File: src/rtl/zet_front_prefetch_wb.sv
// zet_front_prefetch_wb: instruction prefetch Wishbone bus master.
// Issues BURST-beat incrementing reads of 16-bit code words starting at the
// linear fetch address, and pushes each acked word into the prefetch FIFO
// byte-swapped so that the even-address byte comes out first.
// A flush discards the current stream and restarts fetching at a new address.
//
// Ports:
//   clk_i, rst_i        clock (rising edge) and asynchronous active-low reset
//   flush_i             discard the stream and restart at flush_addr_i
//   flush_addr_i        byte address of the new stream
//   fifo_afull_i        FIFO cannot take a full burst; no new burst may start
//   fifo_stb_o          push fifo_dat_o into the FIFO this cycle
//   fifo_dat_o          byte-swapped wb_dat_i
//   odd_o               stream starts at an odd byte (first byte is dropped)
//   wb_*                Wishbone B4 master, read-only, linear incrementing bursts
module zet_front_prefetch_wb #(
  parameter int BURST = 4
) (
  input  logic        clk_i,
  input  logic        rst_i,
  input  logic        flush_i,
  input  logic [19:0] flush_addr_i,
  input  logic        fifo_afull_i,
  output logic        fifo_stb_o,
  output logic [15:0] fifo_dat_o,
  output logic        odd_o,
  output logic [18:0] wb_adr_o,
  output logic        wb_cyc_o,
  output logic        wb_stb_o,
  output logic [2:0]  wb_cti_o,
  output logic [1:0]  wb_bte_o,
  output logic [1:0]  wb_sel_o,
  output logic        wb_we_o,
  input  logic [15:0] wb_dat_i,
  input  logic        wb_ack_i
);

  localparam int CW = (BURST > 1) ? $clog2(BURST) : 1;
  localparam logic [CW-1:0] LAST = CW'(BURST - 1);

  localparam logic [2:0] CTI_CLASSIC = 3'b000;
  localparam logic [2:0] CTI_INCR    = 3'b010;
  localparam logic [2:0] CTI_END     = 3'b111;

  typedef enum logic [1:0] {
    S_IDLE  = 2'd0,
    S_BURST = 2'd1,
    S_FLUSH = 2'd2
  } state_t;

  state_t        state, state_nxt;
  logic [18:0]   adr, adr_nxt;
  logic [CW-1:0] cnt, cnt_nxt;
  logic [CW-1:0] cnt_inc;
  logic [2:0]    cti, cti_nxt;
  logic          cyc, cyc_nxt;
  logic          odd, odd_nxt;
  logic          push;

  // A beat is only accepted while the burst is live and not being flushed;
  // an ack coinciding with a flush belongs to the discarded stream.
  assign push       = wb_ack_i & (state == S_BURST) & ~flush_i;
  assign fifo_stb_o = push;
  assign fifo_dat_o = {wb_dat_i[7:0], wb_dat_i[15:8]};

  assign cnt_inc = cnt + CW'(1);

  always_comb begin
    state_nxt = state;
    adr_nxt   = adr;
    cnt_nxt   = cnt;
    cti_nxt   = cti;
    cyc_nxt   = cyc;
    odd_nxt   = odd;

    case (state)
      S_IDLE: begin
        if (flush_i) begin
          adr_nxt = flush_addr_i[19:1];
          odd_nxt = flush_addr_i[0];
        end else if (!fifo_afull_i) begin
          // FIFO has room for a whole burst, so afull is not looked at again
          // until the burst is over.
          state_nxt = S_BURST;
          cyc_nxt   = 1'b1;
          cnt_nxt   = '0;
          cti_nxt   = (LAST == '0) ? CTI_END : CTI_INCR;
        end
      end

      S_BURST: begin
        if (flush_i) begin
          // Abort with classic termination: drop cyc/stb next cycle.
          state_nxt = S_FLUSH;
          adr_nxt   = flush_addr_i[19:1];
          odd_nxt   = flush_addr_i[0];
          cyc_nxt   = 1'b0;
          cti_nxt   = CTI_CLASSIC;
          cnt_nxt   = '0;
        end else if (wb_ack_i) begin
          adr_nxt = adr + 19'd1;
          odd_nxt = 1'b0;
          if (cnt == LAST) begin
            // Returning to IDLE guarantees at least one cycle with cyc low.
            state_nxt = S_IDLE;
            cyc_nxt   = 1'b0;
            cti_nxt   = CTI_CLASSIC;
            cnt_nxt   = '0;
          end else begin
            cnt_nxt = cnt_inc;
            // cti is registered so "end of burst" is presented together with
            // the strobe of the final beat.
            cti_nxt = (cnt_inc == LAST) ? CTI_END : CTI_INCR;
          end
        end
      end

      S_FLUSH: begin
        if (flush_i) begin
          adr_nxt = flush_addr_i[19:1];
          odd_nxt = flush_addr_i[0];
        end else begin
          state_nxt = S_IDLE;
        end
      end

      default: begin
        state_nxt = S_IDLE;
        cyc_nxt   = 1'b0;
        cti_nxt   = CTI_CLASSIC;
        cnt_nxt   = '0;
      end
    endcase
  end

  always_ff @(posedge clk_i or negedge rst_i) begin
    if (!rst_i) begin
      state <= S_IDLE;
      adr   <= '0;
      cnt   <= '0;
      cti   <= CTI_CLASSIC;
      cyc   <= 1'b0;
      odd   <= 1'b0;
    end else begin
      state <= state_nxt;
      adr   <= adr_nxt;
      cnt   <= cnt_nxt;
      cti   <= cti_nxt;
      cyc   <= cyc_nxt;
      odd   <= odd_nxt;
    end
  end

  assign wb_adr_o = adr;
  assign wb_cyc_o = cyc;
  assign wb_stb_o = cyc;
  assign wb_cti_o = cti;
  assign wb_bte_o = 2'b00;
  assign wb_sel_o = 2'b11;
  assign wb_we_o  = 1'b0;
  assign odd_o    = odd;

endmodule

File: config.mk
export PLATFORM = sky130hd
export DESIGN_NAME = zet_front_prefetch_wb
export DESIGN_NICKNAME = d
export VERILOG_FILES = /design/src/rtl/zet_front_prefetch_wb.sv
export SDC_FILE = /design/constraint.sdc
export NUM_CORES = 1
export LEC_CHECK = 0
export CAP_MARGIN = 15
export CELL_PAD_IN_SITES_DETAIL_PLACEMENT = 0
export CELL_PAD_IN_SITES_GLOBAL_PLACEMENT = 1
export CORE_MARGIN = 2
export CORE_UTILIZATION = 31
export DETAILED_ROUTE_END_ITERATION = 10
export PLACE_DENSITY = 0.89
export SLEW_MARGIN = 20
export SYNTH_ARGS = -nofsm -noshare
export SYNTH_HDL_FRONTEND = slang
export SYNTH_SLANG_ARGS = --single-unit
export TNS_END_PERCENT = 1
File: constraint.sdc
create_clock -name clk_i -period 2.97 [get_ports clk_i]
set_input_delay 0.297 -clock clk_i [delete_from_list [all_inputs] [get_ports clk_i]]
set_output_delay 0.297 -clock clk_i [all_outputs]
set_load 0.005 [all_outputs]
Word level (Yosys, flattened, before mapping):

Index checks and enable logic that the tools add are counted.

* register bits: 28
* input port bits: 41
* output and inout bits: 47
* word-level logic and storage cells: 63

* add/subtract/negate cells: 2
* eq/ne operators: 10
* multiplexer cells: 34
* bitwise operators: 4
* reductions and logical operators: 7

Operators by type and width (number)
* 2-to-1 mux 19 bit: 3
* one-hot mux 19 bit (2 select lines): 1
* 2-to-1 mux 2 bit: 11
* adder 19 x 1 -> 19 bit, second input constant: 1
* 2-to-1 mux 3 bit: 6
* one-hot mux 2 bit (3 select lines): 2
* AND reduction 5 bit: 2
* one-hot mux 3 bit (3 select lines): 1
* 2-to-1 mux 1 bit: 8
* equality test 2 bit, second input constant: 3
* inequality test 2 bit, second input constant: 3
* AND reduction 4 bit: 1
* inequality test 3 x 2 -> 1 bit, second input constant: 1
* inequality test 3 bit, second input constant: 1
* one-hot mux 1 bit (3 select lines): 1
* AND reduction 3 bit: 1
* adder 2 x 1 -> 2 bit, second input constant: 1
* AND 1 bit: 2
* equality test 2 x 1 -> 1 bit, second input constant: 1
* logical NOT 2 bit: 1
* inequality test 2 x 1 -> 1 bit, second input constant: 1
* inverter 1 bit: 2
* one-hot mux 1 bit (2 select lines): 1
* nonzero test 2 bit: 1
* OR reduction 2 bit: 1

Longest topological paths before layout:

Gate-level depths: netlist of the first run.

* word-level depth: 7
* depth in mapped cells: 7
* depth with buffers taken out: 5

Worst setup path before layout of the first run:

No wires, ideal clock.

* path type: register to register
* from: register state[1]
* to: register cnt[1]
* library setup time: 0.125 ns
* arrival time: 1.397 ns
* data required time: 2.845 ns
* setup slack: 1.448 ns
* cell stages (with the launch flop): 5
* path buffers: 1
* period minus slack after synthesis: 1.522 ns
* cell sequence: dfrtp_1 -> buf_6 -> or3_1 -> a22o_1 -> mux2_2

* cells in the longest elaborated chain, start to end: 3
* elaborated cells between the ends (all ways): 9
* classes of those cells: eq/ne: 5; mux: 1; bitwise: 1; reduce/logical: 2

RTL lines
* start, declared: RTL line 51 `state_t state, state_nxt;`
* start signal, assigned: RTL line 145 `state <= state_nxt;`
* equality test 2 x 1 -> 1 bit (tied with other cells): RTL line 76 `case (state)`
* inequality test 3 bit (no source line) (tied with other cells)
* AND reduction 4 bit (no source line)
* end signal, assigned: RTL line 147 `cnt <= cnt_nxt;`
* end, declared: RTL line 53 `logic [CW-1:0] cnt, cnt_nxt;`

Parallel ways exist; a longest one is shown, timed or not.
A chain may end at the register's enable or synchronous reset.

Final worst setup path of the first run:

* from: input flush_i
* to: output fifo_stb_o

* cells in the longest elaborated chain, start to end: 2

RTL lines
* start, declared: RTL line 21 `input logic flush_i,`
* inverter 1 bit: RTL line 62 `assign push = wb_ack_i & (state == S_BURST) & ~flush_i;`
* AND 1 bit: RTL line 62
* end, declared: RTL line 24 `output logic fifo_stb_o,`

No other way between the ends.

==> impl_metrics.py, run 1 <==
metrics = {
    "clocking": {
        "path_clk_slew_ns": 0.10,
        "h-tree-depth": 1,
        "cts.sinks": 27,
        "cts_tree": "built",
        "ctsResizeCount": 0,
        "postCtsSetupRepairBufs": 0,
        "cts_hold_buf": 0,
        "clk_latency_ns": 0.28,
        "cts_buffers": 3,
        "cts_root_buffer": "clkbuf_8",
        "clk_path_buf_depth": 2,
    },
    "power_and_ir_drop": {
        "peakVddDrop_mv": 0.223,
        "power_density_mw_per_mm2": 498,
        "leakagePower_nw": 0.900,
    },
    "sta": {
        "worst_slew_pin_slew_ns": 0.723,
        "hold_ws_ns": 0.405,
        "relSlewSlack_pct": 51.8,
        "rsz0062_at_grt": "false",
        "setup_viol_count_final": 0,
        "slew_viol_final": 0,
        "fmax_mhz": 452,
        "layout_min_cycle_time_ns": 2.21,
        "finalHoldViolations": 0,
        "fin_skew_ns": 0.00504,
        "finalSetupTns_ns": 0,
        "period_share_pct": 74.5,
    },
    "grt": {
        "grt-ovfl-total": 0,
        "grtUsageTotal_pct": 14.2,
        "grt_max_degree": 30,
        "grt_pass1_vias": 1523,
        "antenna_found_initial": 0,
        "grt_pass1_wl_um": 7450,
    },
    "finish": {
        "final_cell_mix": "clkdlybuf4s50_1 (50), dfrtp_1 (27), nand2_1 (20), a21oi_1 (20), nor2_1 (19)",
        "post-route-util_pct": 39.5,
        "layout.nets": 289,
        "area_delta_synth_final_pct": 24.6,
        "stdcell_area_mm2": 0.00231,
        "num_antenna_cells": 0,
        "drive_gt1_share_pct": 7.79,
        "fillerInstances": 596,
        "mostFrequentLayoutCell": "clkdlybuf4s50_1",
    },
    "die": {
        "die_area_mm2": 0.00662,
        "core_mm2": 0.00585,
        "num_io_pins": 88,
        "dieWidth_um": 81.3,
        "rows": 28,
        "dieHeight_um": 81.3,
        "start_util_pct": 31.7,
    },
    "route": {
        "drc": 0,
        "drt-vias-per-instance": 5.24,
        "drt_iter0_markers": 98,
        "drtPass1Iterations": 4,
        "wl_um": 4540,
        "via_count": 1671,
        "antenna_left": 0,
        "avgRoutedWirePerCell_um": 14.2,
    },
    "setup_path": {
        "r2r-start": "state[0]$_DFFE_PN0P_",
        "cp.depth": 5,
        "cp_slowest_stage_delay_ns": 0.53,
        "start_kind": "primary input",
        "cp.required_ns": 2.67,
        "crit_slowest_cell": "clkdlybuf4s50_1",
        "cp_max_fo": 10,
        "ff2ff_path_depth": 4,
        "r2r_end": "wb_adr_o[8]$_DFFE_PN0P_",
        "arrival_ns": 1.92,
        "r2r_slack_ns": 1.01,
        "crit_type": "in -> out",
        "cp_num_buf_inv": 3,
        "cpLargestDelayFamily": "buffers and inverters",
        "path_cells": "clkdlybuf4s50_1 -> buf_4 -> nand2b_1 -> nor2_1 -> clkdlybuf4s50_1",
        "worst_path_most_repeated_cell": "clkdlybuf4s50_1",
        "end_kind": "output port",
    },
    "placed_design": {
        "gp_congestion": 0.799,
        "portBuffers": 50,
        "dp_hpwl_um": 3220,
        "dpl_cell_area_mm2": 0.00226,
    },
    "logic_synthesis": {
        "avgSynthCellArea_um2": 8.55,
        "syn_inst": 217,
        "async_flop_share_pct": 100,
        "ys_types": 48,
        "synth_area_mm2": 0.00185,
        "ys_seq_area_share_pct": 36.4,
        "synth-edff-count": 0,
        "ys_dominant_reg_cell": "dfrtp_1",
        "synth_warnings": 0,
        "ys_ff_latch": 27,
    },
    "run": {
        "drv_cap": 0,
    },
    "outcome": {
        "status": "completed",
    },
    "min_path": {
        "hold_path_class": "in -> async",
    },
}
-- report_power, final --
part           switching, mW  internal (mW)  total, mW
Sequential            0.0958          0.432      0.528
Clock                  0.127         0.0954      0.222
Combinational          0.170          0.230      0.401
-- Yosys cell counts (2+ instances only) --
cell / count / area, um^2
dfrtp_1: 27 / 676
buf_4: 25 / 188
a21oi_1: 20 / 100
nand2_1: 20 / 75.1
nor2_1: 19 / 71.3
nand3_1: 10 / 50.1
nand4_1: 6 / 37.5
nor3_1: 6 / 30.0
o21ai_0: 6 / 30.0
a31oi_1: 5 / 31.3
a2bb2oi_1: 4 / 35.0
a32oi_1: 4 / 35.0
buf_2: 4 / 20.0
clkbuf_1: 4 / 15.0
or3_1: 4 / 25.0
a211oi_1: 3 / 22.5
a21o_1: 3 / 22.5
and2_1: 3 / 18.8
and3_1: 3 / 18.8
ha_1: 3 / 37.5
o22ai_1: 3 / 18.8
a31o_2: 2 / 17.5
a41o_1: 2 / 20.0
and4_1: 2 / 17.5
conb_1: 2 / 7.51
inv_1: 2 / 7.51
nand3b_1: 2 / 15.0
o21a_1: 2 / 15.0
o22a_1: 2 / 17.5
-- how the worst max path moves through the flow --
stage	from	endpoint
final	flush_i	fifo_stb_o
after global routing	state[0]$_DFFE_PN0P_	fifo_stb_o
after CTS	state[0]$_DFFE_PN0P_	fifo_stb_o
after detailed placement	flush_i	fifo_stb_o
after global placement	flush_i	fifo_stb_o
after floorplan	state[1]$_DFFE_PN0P_	cnt[1]$_DFFE_PN0P_
-- layer usage --
layer	global-route usage (%)	part of all wire (%)
met4	3.90	0.51
met1	19.6	47
met2	22.4	46
met3	2.78	6.5
met5	0	0
-- kinds of logic after synthesis --
family,Yosys count,synth area share (%)
other,2,0.405
flip-flops,27,36.4
AND/OR/NAND/NOR,83,23.6
XOR/XNOR,1,0.472
AO/OA/AOI/OAI,63,23.2
buffers and inverters,37,13.2
adder cells (fa/ha/maj),3,2.02
multiplexers,1,0.607
-- area by class of cell --
class / instances / area, um^2 / area share (%)
clock buffers: 3 / 41.3 / 1.79
flip-flops and latches: 27 / 676 / 29.2
clock inverters: 1 / 7.51 / 0.325
inverters: 2 / 7.51 / 0.325
well taps: 75 / 93.8 / 4.06
repair buffers: 55 / 538 / 23.3
multi-input cells: 156 / 947 / 41.0
-- state kept, by name, summed over array words and instances (netlist names) --
signal    flops
wb_adr_o     19
cnt           2
state         2
wb_cti_o      2
odd_o         1
wb_cyc_o      1
-- metrics by stage --
step	power, mW	std cells	setup slack (ns)
floorplan	0.747	220	1.45
global placement	0.932	315	0.756
detailed placement	0.939	315	0.751
CTS	1.16	319	0.728
global route	1.23	319	0.565
finish	1.15	319	0.756
(Power assumes the default switching activity.)
==> run 2, diff against run 1 <==
Settings changed: CORE_UTILIZATION 31 to 26, PLACE_DENSITY 0.89 to 0.8.
Clock period 2.97 ns to 1.92 ns, I/O delays scaled along.
==> run 2 against run 1 <==
Clock skew grew 0.0027 ns. Highest routed layer unchanged. Design area is 6.3% higher. Non-clock buffer count is 12 higher. Final cell count up 10%. Global-route usage fell by 1.1 points. Largest power group unchanged. Routed wire length grew 7.8%. Clock power increased by 59%.
==> impl_metrics.py, run 2 (synthesis results as in run 1) <==
metrics = {
    "outcome": {
        "status": "completed",
    },
    "clocking": {
        "cts_buffers": 3,
        "cts_root_buffer": "clkbuf_8",
        "path_clk_slew_ns": 0.10,
        "cts.sinks": 27,
        "cts_tree": "built",
        "clk_path_buf_depth": 2,
        "h-tree-depth": 1,
        "clk_latency_ns": 0.28,
        "postCtsSetupRepairBufs": 0,
    },
    "setup_path": {
        "cp.required_ns": 1.73,
        "arrival_ns": 1.62,
        "end_kind": "output port",
        "crit_type": "reg -> out",
        "crit_slowest_cell": "clkdlybuf4s50_1",
        "cp_slowest_stage_delay_ns": 0.55,
        "cp_max_fo": 6,
        "path_cells": "a21o_1 -> nand2_1 -> nor2_1 -> clkdlybuf4s50_1",
        "cpLargestDelayFamily": "buffers and inverters",
        "cp_num_buf_inv": 1,
        "start_kind": "flip-flop",
    },
    "grt": {
        "grt_pass1_wl_um": 8220,
        "grt_max_degree": 28,
        "grt_pass1_vias": 1693,
        "antenna_found_initial": 0,
        "grtUsageTotal_pct": 13.0,
        "grt-ovfl-total": 0,
    },
    "route": {
        "via_count": 1717,
        "drtPass1Iterations": 4,
        "drt-vias-per-instance": 4.88,
        "wl_um": 4900,
        "drt_iter0_markers": 70,
        "avgRoutedWirePerCell_um": 13.9,
        "antenna_left": 0,
        "drc": 0,
    },
    "die": {
        "dieHeight_um": 88.5,
        "rows": 30,
        "core_mm2": 0.00683,
        "num_io_pins": 88,
        "die_area_mm2": 0.00782,
        "start_util_pct": 27.1,
        "dieWidth_um": 88.5,
    },
    "placed_design": {
        "gp_congestion": 0.820,
        "portBuffers": 50,
        "dp_hpwl_um": 3520,
        "place_inst": 348,
    },
    "power_and_ir_drop": {
        "power_density_mw_per_mm2": 755,
        "leakagePower_nw": 0.974,
        "peakVddDrop_mv": 0.295,
    },
    "sta": {
        "slew_viol_final": 0,
        "setup_viol_count_final": 0,
        "fin_skew_ns": 0.00777,
        "rsz0062_at_grt": "false",
        "relSlewSlack_pct": 65.7,
        "worst_slew_pin_slew_ns": 0.510,
        "finalSetupTns_ns": 0,
        "layout_min_cycle_time_ns": 1.81,
        "fmax_mhz": 553,
        "period_share_pct": 94.2,
        "finalHoldViolations": 0,
    },
    "finish": {
        "drive_gt1_share_pct": 12.5,
        "mostFrequentLayoutCell": "clkdlybuf4s50_1",
        "largest_reg_flops": 19,
        "multiInputGateArea_um2": 947,
        "final_cells": 352,
        "area_delta_synth_final_pct": 32.5,
        "final_cell_mix": "clkdlybuf4s50_1 (49), dfrtp_1 (26), nand2_1 (20), a21oi_1 (20), nor2_1 (19)",
        "num_antenna_cells": 0,
        "layout.nets": 301,
        "ff_latch_area_um2": 677,
        "fillerInstances": 726,
    },
    "run": {
        "drv_cap": 0,
    },
    "min_path": {
        "hold_path_class": "in -> reg",
    },
}
[run 2: routing by layer]
layer	GRT usage (%)	share of wire [%]	vias to the layer above	wire length [um]
li1	-	-	849	-
met1	18.5	48	820	2350
met2	21.1	47	46	2290
met3	2.05	5.0	2	244
met4	2.62	0.25	0	12
met5	0	0	-	0
[run 2: final timing paths]
| path | startpoint | end | slack (ns) | cells past startpoint |
|---|---|---|---|---|
| worst max register to register | wb_adr_o[6]$_DFFE_PN0P_ | wb_adr_o[17]$_DFFE_PN0P_ | 0.25 | 4 |
| worst min register to register | odd_o$_DFFE_PN0P_ | odd_o$_DFFE_PN0P_ | 0.50 | 1 |
| max in group asynchronous | rst_i | state[0]$_DFFE_PN0P_ | 1.34 | 2 |
| min in group asynchronous | rst_i | wb_adr_o[6]$_DFFE_PN0P_ | 0.28 | 2 |
| worst max-delay path | state[0]$_DFFE_PN0P_ | fifo_stb_o | 0.11 | 4 |
| worst min-delay path | flush_i | state[0]$_DFFE_PN0P_ | 0.27 | 2 |
[run 2: power by group]
group          internal [mW]  total, mW  switching [mW]
Clock                  0.148      0.352           0.204
Sequential             0.669      0.785           0.116
Combinational          0.405      0.717           0.312
[run 2: timing repair]
item                       in CTS  in global routing
hold endpoints to repair        0                  0
hold buffers                    0                  0
gates resized for setup         0                  2
setup endpoints to repair       0                  1
[run 2: area by class of cell]
| cell class | count | share of cell area [%] |
|---|---|---|
| Inverter | 2 | 0.306 |
| Tap cell | 96 | 4.89 |
| Clock inverter | 1 | 0.306 |
| Sequential cell | 27 | 27.6 |
| Clock buffer | 3 | 1.68 |
| Timing Repair Buffer | 67 | 26.7 |
| Multi-Input combinational cell | 156 | 38.6 |
[run 2: stage by stage]
stage / cell area, um^2 / hold WS [ns] / setup slack [ns] / utilization, % / power (mW)
final: 2460 / 0.271 / 0.111 / 36.0 / 1.85
after global routing: 2460 / 0.303 / 0.00431 / 36.0 / 1.98
after CTS: 2450 / 0.286 / 0.00751 / 35.9 / 1.88
after detailed placement: 2400 / 0.384 / 0.0258 / 35.2 / 1.52
after global placement: 2400 / 0.384 / 0.0324 / 35.2 / 1.50
after floorplan: 1870 / -0.104 / 0.398 / - / 1.15
[run 2: worst register-to-register path, stage by stage (launching register included)]
cell      delay [ns]
dfrtp_1         0.48
nand3_4         0.13
nor4_4          0.54
a211oi_1        0.18
a311oi_2        0.25
==> run 3, diff against run 2 <==
Settings changed: SLEW_MARGIN 20 to not set.
==> results of run 3 <==
No change in the layout: final DEF, timing and power equal those of run 2.
